==> src/rtl/opb_register_bank.sv <==
// OPB slave window holding C_NUM_REGS software registers for user logic,
// with optional shadow copies that reach the outputs together on commit.
module opb_register_bank #(
    parameter logic [31:0] C_BASEADDR    = 32'h01000B00,
    parameter logic [31:0] C_HIGHADDR    = 32'h01000BFF,
    parameter int          C_OPB_AWIDTH  = 32,
    parameter int          C_OPB_DWIDTH  = 32,
    parameter int          C_NUM_REGS    = 8,
    parameter int          C_SHADOW      = 1,
    parameter logic [31:0] C_RESET_VALUE = 32'h00000000,
    parameter string       C_FAMILY      = "virtex5"
) (
    input  logic                       OPB_Clk,
    input  logic                       OPB_Rst,
    input  logic [0:C_OPB_AWIDTH-1]    OPB_ABus,
    input  logic [0:3]                 OPB_BE,
    input  logic [0:C_OPB_DWIDTH-1]    OPB_DBus,
    input  logic                       OPB_RNW,
    input  logic                       OPB_select,
    input  logic                       OPB_seqAddr,
    output logic [0:C_OPB_DWIDTH-1]    Sl_DBus,
    output logic                       Sl_xferAck,
    output logic                       Sl_errAck,
    output logic                       Sl_retry,
    output logic                       Sl_toutSup,
    output logic [C_NUM_REGS*32-1:0]   user_data_out,
    output logic [C_NUM_REGS-1:0]      user_update,
    output logic                       user_commit
);

    typedef enum logic [1:0] {S_IDLE, S_ACK, S_WAIT} state_t;

    state_t r_state;
    state_t w_next;

    logic [31:0] r_shadow [C_NUM_REGS];
    logic [31:0] r_active [C_NUM_REGS];
    logic [C_NUM_REGS-1:0] r_dirty;
    logic [C_NUM_REGS-1:0] r_update;
    logic [15:0] r_count;
    logic        r_commit;

    logic [31:0] w_addr;
    logic [31:0] w_off;
    logic [31:0] w_wdata;
    logic [31:0] w_rdata;
    logic [3:0]  w_be;
    logic [29:0] w_word;
    logic        w_hit;
    logic        w_is_reg;
    logic        w_is_ctl;
    logic        w_wr;
    logic        w_commit;
    logic        w_unused;

    // Big-endian bus vectors map position-wise onto little-endian words.
    assign w_addr  = OPB_ABus;
    assign w_wdata = OPB_DBus;
    assign w_be    = OPB_BE;

    assign w_hit    = OPB_select && (w_addr >= C_BASEADDR)
                      && (w_addr <= C_HIGHADDR);
    assign w_off    = w_addr - C_BASEADDR;
    assign w_word   = w_off[31:2];
    assign w_is_reg = (w_word < 30'(C_NUM_REGS));
    assign w_is_ctl = (w_word == 30'(C_NUM_REGS));
    assign w_wr     = (r_state == S_ACK) && !OPB_RNW;
    assign w_commit = (C_SHADOW != 0) && w_wr && w_is_ctl
                      && w_be[0] && w_wdata[0];
    assign w_unused = ^{OPB_seqAddr, w_off[1:0]};

    function automatic logic [31:0] f_merge(
        input logic [31:0] old_v,
        input logic [31:0] new_v,
        input logic [3:0]  be
    );
        logic [31:0] v;
        v = old_v;
        for (int b = 0; b < 4; b++) begin
            if (be[b]) v[8*b +: 8] = new_v[8*b +: 8];
        end
        return v;
    endfunction

    always_ff @(posedge OPB_Clk) begin
        if (OPB_Rst) r_state <= S_IDLE;
        else         r_state <= w_next;
    end

    always_comb begin
        w_next = r_state;
        unique case (r_state)
            S_IDLE:  if (w_hit) w_next = S_ACK;
            S_ACK:   w_next = S_WAIT;
            S_WAIT:  if (!OPB_select) w_next = S_IDLE;
            default: w_next = S_IDLE;
        endcase
    end

    always_comb begin
        w_rdata = '0;
        if (w_is_reg) begin
            for (int i = 0; i < C_NUM_REGS; i++) begin
                if (w_word == 30'(i)) begin
                    w_rdata = (C_SHADOW != 0) ? r_shadow[i] : r_active[i];
                end
            end
        end else if (w_is_ctl && (C_SHADOW != 0)) begin
            w_rdata = {|r_dirty, 15'd0, r_count};
        end
    end

    always_ff @(posedge OPB_Clk) begin
        if (OPB_Rst) begin
            for (int i = 0; i < C_NUM_REGS; i++) begin
                r_shadow[i] <= C_RESET_VALUE;
                r_active[i] <= C_RESET_VALUE;
            end
            r_dirty  <= '0;
            r_update <= '0;
            r_count  <= '0;
            r_commit <= 1'b0;
        end else begin
            r_update <= '0;
            r_commit <= 1'b0;
            if (w_wr && w_is_reg && (|w_be)) begin
                for (int i = 0; i < C_NUM_REGS; i++) begin
                    if (w_word == 30'(i)) begin
                        r_shadow[i] <= f_merge(r_shadow[i], w_wdata, w_be);
                        if (C_SHADOW != 0) begin
                            r_dirty[i] <= 1'b1;
                        end else begin
                            r_active[i] <= f_merge(r_active[i], w_wdata, w_be);
                            r_update[i] <= 1'b1;
                        end
                    end
                end
            end
            if (w_commit) begin
                for (int i = 0; i < C_NUM_REGS; i++) begin
                    r_active[i] <= r_shadow[i];
                end
                r_update <= r_dirty;
                r_commit <= 1'b1;
                r_dirty  <= '0;
                r_count  <= r_count + 16'd1;
            end
        end
    end

    // Outputs are masked during reset so an aborted transfer never acks.
    assign Sl_xferAck = (r_state == S_ACK) && !OPB_Rst;
    assign Sl_DBus    = ((r_state == S_ACK) && OPB_RNW && !OPB_Rst)
                        ? w_rdata : '0;
    assign Sl_errAck  = 1'b0;
    assign Sl_retry   = 1'b0;
    assign Sl_toutSup = 1'b0;

    for (genvar g = 0; g < C_NUM_REGS; g++) begin : g_out
        assign user_data_out[32*g +: 32] = r_active[g];
    end

    assign user_update = r_update;
    assign user_commit = r_commit;

endmodule

==> config.mk <==
export PLATFORM = sky130hd
export DESIGN_NAME = opb_register_bank
export DESIGN_NICKNAME = d
export VERILOG_FILES = /design/src/rtl/opb_register_bank.sv
export SDC_FILE = /design/constraint.sdc
export NUM_CORES = 1
export LEC_CHECK = 0
export ABC_AREA = 1
export CELL_PAD_IN_SITES_DETAIL_PLACEMENT = 1
export CELL_PAD_IN_SITES_GLOBAL_PLACEMENT = 1
export CORE_ASPECT_RATIO = 1.25
export CORE_MARGIN = 2
export CORE_UTILIZATION = 38
export CTS_CLUSTER_DIAMETER = 40
export DETAILED_ROUTE_END_ITERATION = 8
export PLACE_DENSITY_LB_ADDON = 0.1
export REMOVE_ABC_BUFFERS = 1
export SYNTH_ARGS = -nofsm -noshare
export SYNTH_HDL_FRONTEND = slang
export SYNTH_SLANG_ARGS = --single-unit
==> constraint.sdc <==
create_clock -name OPB_Clk -period 10.7 [get_ports OPB_Clk]
set_input_delay 2.14 -clock OPB_Clk [delete_from_list [all_inputs] [get_ports OPB_Clk]]
set_output_delay 2.14 -clock OPB_Clk [all_outputs]
set_load 0.02 [all_outputs]
==> results.toml, run 1 <==
[flow_run]
cap_violations = 0

[synthesis]
synth_edf_count = 512
synth-warning-count = 0
ys_top_cells_by_count = "550 x nor2_1, 512 x edfxtp_1, 398 x inv_1"
yosys.area.top_type = "edfxtp_1"
yosys.area.top_type_share_pct = 65.6
synth_area_um2 = 23400
synthDistinctLibCells = 39
synth-seq-area-share_pct = 68.6
synth_most_common_cell = "nor2_1"
syn_inst = 2258
ys_async_sr_fraction_pct = 0
ys.flop_type = "edfxtp_1"
ys_ff_latch = 547
synth_area_per_cell_um2 = 10.4
yosys-top-cells-area = "edfxtp_1 66%, nor2_1 8.8%, inv_1 6.4%, nand2_1 4.3%, dfxtp_1 3.0%"

[final_layout]
nets = 2724
drive_gt1_share_pct = 7.41
syn_to_final_growth_pct = 30.0
fill_cells = 6702
antenna_cells = 0
stdcell_area_um2 = 30500

[critical_path]
critPathTopFamily = "simple AND/OR/NAND/NOR gates"
end_kind = "primary output"
path_common_cell = "nand2_1"
critPathSlowestCell = "clkdlybuf4s50_1"
path_class = "in -> out"
cp_max_fo = 37
start_kind = "primary input"
cpPeakStageDelay_ns = 0.70
worstPathRequired_ns = 8.56
crit_chain = "clkdlybuf4s50_1 > nor2_2 > nand2_1 > nor2_2 > nand2_2 > nand2_2 > nand2_2 > o21ai_1 > nand3_1 > nor2_2 > nand3_4 > inv_1 > nand2_1 > nor2_4 > buf_4 > a21oi_1 > nand2_1 > nand2_1 > nand2_1 > nand2_1 > a21oi_1 > clkdlybuf4s50_1"
arrival_ns = 7.15
critPathBufInv = 4

[min_path]
hold_class = "reg -> reg"

[sta]
setup-tns-final_ns = 0
setup_viol = 0
max_freq_mhz = 108
slew_violations = 0
rsz0062_at_grt = "false"
post-route-period-util_pct = 86.8
hold_violations = 0
slew_headroom_pct = 5.37
skew_ns = 0.0187
post-route-min-period_ns = 9.29
worstMarginPinSlew_ns = 1.40

[pwr]
switching_share_pct = 24.1
comb_power_share_pct = 6.0
internal_power_w = 0.00405
cellLeakagePower_nw = 12.3
p_seq_share_pct = 46.6
p_switching_w = 0.00129
clock_power_share_pct = 47.3
vdd_drop_max_mv = 0.134
power.density_nw_per_um2 = 175

[drt]
drt-initial-drc-count = 1022
drt-pass1-iter-count = 7
wl_um = 78600
drc = 0
avgRoutedWirePerCell_um = 22.2
final_antenna_net_count = 0
vias = 17400
vias_per_cell = 4.91

[floorplan]
die_area_um2 = 63700
core_region_area_um2 = 60900
start_util_pct = 38.5
num_io_pins = 374
die_y_um = 282
chipWidth_um = 226
rows = 101

[placed_design]
routabilityCongestion = 0.838
placed_cell_area_um2 = 27900
detailed_place_hpwl_um = 55100
numPortBuffers = 367

[clock_network]
cts_inserted_buffers = 75
cts_buffer_depth = 3
cts_resized = 0
cts-root-buf = "clkbuf_16"
cts_tree = "yes"
ctsHoldBuffers = 0
post_cts_buffers = 0
cts_max_level = 3
clock_sinks = 547
insertion_delay_ns = 0.62
clk_pin_slew_worst_paths_ns = 0.05

[grt]
grt_max_degree = 166
grt_pass1_wl_um = 114000
grt_remaining_overflow = 0
antenna_found_initial = 2
gr-usage-all-layers_pct = 24.6
grt_pass1_vias = 18600

[outcome]
outcome = "complete, no violations"
## worst paths after layout
check             slack [ns]              end    startpoint  depth (start not counted)
setup / recovery        1.41      Sl_DBus[31]  OPB_ABus[18]                         22
hold reg to reg         0.46   user_update[0]    r_dirty[0]                          2
setup reg to reg        7.05  r_shadow[0][74]    r_state[0]                          9
hold / removal          0.46   user_update[0]    r_dirty[0]                          2
## through the flow
step                      hold slack, ns  utilization [%]  power [W]  setup WS (ns)  std cells
after floorplan                    0.431                -    0.00268          0.685       2163
after global placement             0.452             45.8    0.00285           1.44       3394
after detailed placement           0.458             45.8    0.00286           1.43       3395
after CTS                          0.464             50.0    0.00539           1.41       3534
after global routing               0.489             50.0    0.00549           1.05       3536
final                              0.463             50.0    0.00534           1.41       3536
## worst register-to-register path, delay by kind of cell (launching register included)
family,cells,cell delay (ns)
and+or+nand+nor,4,1.24
AOI/OAI and AO/OA,1,1.08
buffers and inverters,4,0.62
DFF,1,0.33
## sequential cells by signal (all words and copies together) (netlist names)
| name | count |
|---|---|
| r_count | 16 |
| r_dirty | 8 |
| user_update | 8 |
| r_state | 2 |
| user_commit | 1 |
| r_shadow | 256 |
| r_active | 256 |
## power groups by stage
stage	Sequential (W)	Clock, W	Combinational, W
5_1_grt	0.00250	0.00265	0.000348
2_1_floorplan	0.00258	0	0.0000925
6_report	0.00249	0.00253	0.000322
3_3_place_gp	0.00253	0	0.000319
3_5_place_dp	0.00254	0	0.000325
4_1_cts	0.00249	0.00257	0.000327
## cell families (layout without fill, tap and decap cells)
family,after synthesis,after routing,share of synthesized area [%]
fa+ha+maj,1,1,0.0534
buf+inv,501,953,8.96
flops,547,547,68.6
other cells,1,3,0.0160
simple gates,967,967,16.8
compound gates,232,232,5.28
xor+xnor,9,9,0.336
## layer usage
layer / part of all wire [%] / track usage, %
met1: 40 / 30.0
met2: 51 / 43.3
met3: 5.6 / 4.29
met4: 3.4 / 9.82
met5: 0.032 / 0
## placed cells by master, fill, tap and decap left out, types with 11 or more instances in the layout
master and instances:
a31oi_1 16, dfxtp_1 35, clkdlybuf4s50_1 366, nand2_1 270, o21ai_0 72, edfxtp_1 512
nand4_1 29, nand3_1 59, inv_6 11, inv_1 396, clkbuf_16 78, nor3_1 18
buf_4 41, a21oi_1 115, nor2_1 547
## final cells by class
cell class	instances	area [µm²]	area share (%)
clock buffer	85	1980	6.49
clock inverter	54	566	1.86
inverter	404	1520	4.99
multi-input combinational	1212	5300	17.4
sequential	547	16100	52.8
tap	824	1030	3.38
timing repair buffer	410	4000	13.1
Power figures use the tool's default switching activity.
==> run 2, diff against run 1 <==
Settings changed: ABC_AREA 1 to default, CORE_UTILIZATION 38 to 39.
==> results.toml, run 2 <==
[synthesis]
synth_area_per_cell_um2 = 13.5
ys.flop_type = "edfxtp_1"
yosys.area.top_type_share_pct = 67.6
ys_async_sr_fraction_pct = 0
yosys.area.top_type = "edfxtp_1"
yosys-top-cells-area = "edfxtp_1 68%, and2_1 5.4%, nor2_1 4.3%, dfxtp_1 3.1%, mux4_2 2.1%"
synthDistinctLibCells = 64
synth-warning-count = 0
synth_edf_count = 512
synth-seq-area-share_pct = 70.7
syn_inst = 1686
synth_area_um2 = 22700
ys_top_cells_by_count = "512 x edfxtp_1, 260 x nor2_1, 198 x and2_1"
ys_ff_latch = 547
synth_most_common_cell = "edfxtp_1"

[sta]
rsz0062_at_grt = "false"
worstMarginPinSlew_ns = 1.17
skew_ns = 0.0159
fin_ws_ns = 1.49
slew_headroom_pct = 22.0
post-route-period-util_pct = 86.1
hold_violations = 0
max_freq_mhz = 109
setup-tns-final_ns = 0
post-route-min-period_ns = 9.21
slew_violations = 0
setup_viol = 0

[min_path]
min_path_cells = 1
hold_class = "reg -> reg"

[critical_path]
reg2reg_to = "r_active[0][65]"
arrival_ns = 7.07
r2r_cells = 7
r2r_slack_ns = 7.19
end_kind = "primary output"
worstPathRequired_ns = 8.56
cp_max_fo = 20
path_class = "in -> out"
start_kind = "primary input"
cp-endpoint = "Sl_DBus[2]"
critical_path.startpoint = "OPB_ABus[19]"
r2r-start = "r_state[1]"

[placed_design]
post-place-ws_ns = 1.51
routabilityCongestion = 0.839
detailed_place_hpwl_um = 51900
numPortBuffers = 367

[pwr]
p_seq_share_pct = 46.7
p_switching_w = 0.00128
vdd_drop_max_mv = 0.149
cellLeakagePower_nw = 10.5
switching_share_pct = 24.1
comb_power_share_pct = 7.4
power.density_nw_per_um2 = 179
internal_power_w = 0.00403
clock_power_share_pct = 45.9

[floorplan]
start_util_pct = 39.6
die_y_um = 274
num_io_pins = 374
rows = 98
chipWidth_um = 220
die_area_um2 = 60200
core_region_area_um2 = 57400

[clock_network]
cts_inserted_buffers = 71
cts_resized = 0
cts_tree = "yes"
ctsHoldBuffers = 0
clock_sinks = 547
cts_buffer_depth = 3
post_cts_buffers = 0
cts-root-buf = "clkbuf_16"
cts_max_level = 3
insertion_delay_ns = 0.61
clk_pin_slew_worst_paths_ns = 0.06

[drt]
drt-initial-drc-count = 1073
wl_um = 78100
drt-pass1-iter-count = 5
vias = 15300
final_antenna_net_count = 0
drc = 0
avgRoutedWirePerCell_um = 27.3
vias_per_cell = 5.36

[final_layout]
final_cell_mix = "512 x edfxtp_1, 363 x clkdlybuf4s50_1, 257 x nor2_1, 198 x and2_1, 72 x clkbuf_16"
syn_to_final_growth_pct = 30.2
largestRegisters = "r_active (256), r_shadow (256), r_count (16)"
drive_gt1_share_pct = 9.57
nets = 2127
final_common_cell = "edfxtp_1"

[grt]
gr-usage-all-layers_pct = 25.9
antenna_found_initial = 2
grt_pass1_vias = 16200
grt_pass1_wl_um = 111000
grt_remaining_overflow = 0
grt_max_degree = 130

[outcome]
outcome = "complete, no violations"

[flow_run]
cap_violations = 0
[run 2: changes by cell type in the layout (fill, tap and decap cells not counted), moves of 47 or more]
cell and delta:
a21oi_1 -76, nor2b_1 +67, nand2_1 -204, and2_1 +197
nand3_1 -47, nor2_1 -290, inv_1 -356
[run 2: routing by layer]
metal	up-vias	part of all wire (%)	track usage (%)
met1	7879	40	31.1
met3	136	5.3	4.71
li1	6838	-	-
met5	-	0.017	0
met4	2	3.4	9.84
met2	478	52	46.0
[run 2: critical path: stages]
cell	delay (ns)
clkdlybuf4s50_1	0.46
or3_1	0.41
a211o_1	0.38
o311a_1	0.41
nor4_4	0.39
nand3_2	0.25
buf_4	0.32
nor2_2	0.14
nand2_1	0.49
buf_4	0.43
nor4_1	0.52
clkdlybuf4s50_1	0.71
[run 2: cell type report]
cell class                 count  area (µm²)
antenna                        1        2.50
clock buffer                  79        1830
clock inverter                52         589
fill                        5813       27800
inverter                      41         161
multi-input combinational    994        6100
sequential                   547       16100
tap                          750         938
timing repair buffer         398        3900
[run 2: worst min-delay path by stage]
stage,from,endpoint,slack (ns)
2_1_floorplan,r_state[1],r_state[0],0.41
3_3_place_gp,r_state[1],r_state[0],0.43
3_5_place_dp,r_state[1],r_state[0],0.45
4_1_cts,r_state[1],r_state[0],0.48
5_1_grt,r_state[1],r_state[0],0.51
6_report,r_state[1],r_state[0],0.48
[run 2: power by group through the flow]
stage          registers (W)  clock network, W  logic [W]
4_1_cts              0.00248           0.00247   0.000397
3_3_place_gp         0.00252                 0   0.000390
3_5_place_dp         0.00252                 0   0.000395
5_1_grt              0.00249           0.00255   0.000415
2_1_floorplan        0.00258                 0   0.000101
6_report             0.00248           0.00243   0.000393
[run 2: logic make-up (layout without fill, tap and decap cells)]
| kind of cell | after synthesis | count (layout) | synth area share [%] |
|---|---|---|---|
| xor gates and xnor gates | 12 | 12 | 0.462 |
| buffers and inverters | 147 | 570 | 2.62 |
| muxes | 41 | 41 | 2.98 |
| adders and majority gates | 1 | 1 | 0.0550 |
| AOI/OAI and AO/OA | 212 | 212 | 6.52 |
| other | 1 | 4 | 0.0165 |
| DFF | 547 | 547 | 70.7 |
| and+or+nand+nor | 725 | 725 | 16.6 |
[run 2: per-stage QoR]
step / util, % / cells / hold WS, ns / instance area, µm² / total power [W]
global route: 51.6 / 2862 / 0.509 / 29600 / 0.00545
finish: 51.6 / 2862 / 0.481 / 29600 / 0.00531
detailed placement: 47.3 / 2730 / 0.451 / 27200 / 0.00292
global placement: 47.3 / 2730 / 0.433 / 27200 / 0.00291
floorplan: - / 1582 / 0.410 / 22300 / 0.00269
CTS: 51.6 / 2861 / 0.480 / 29600 / 0.00535
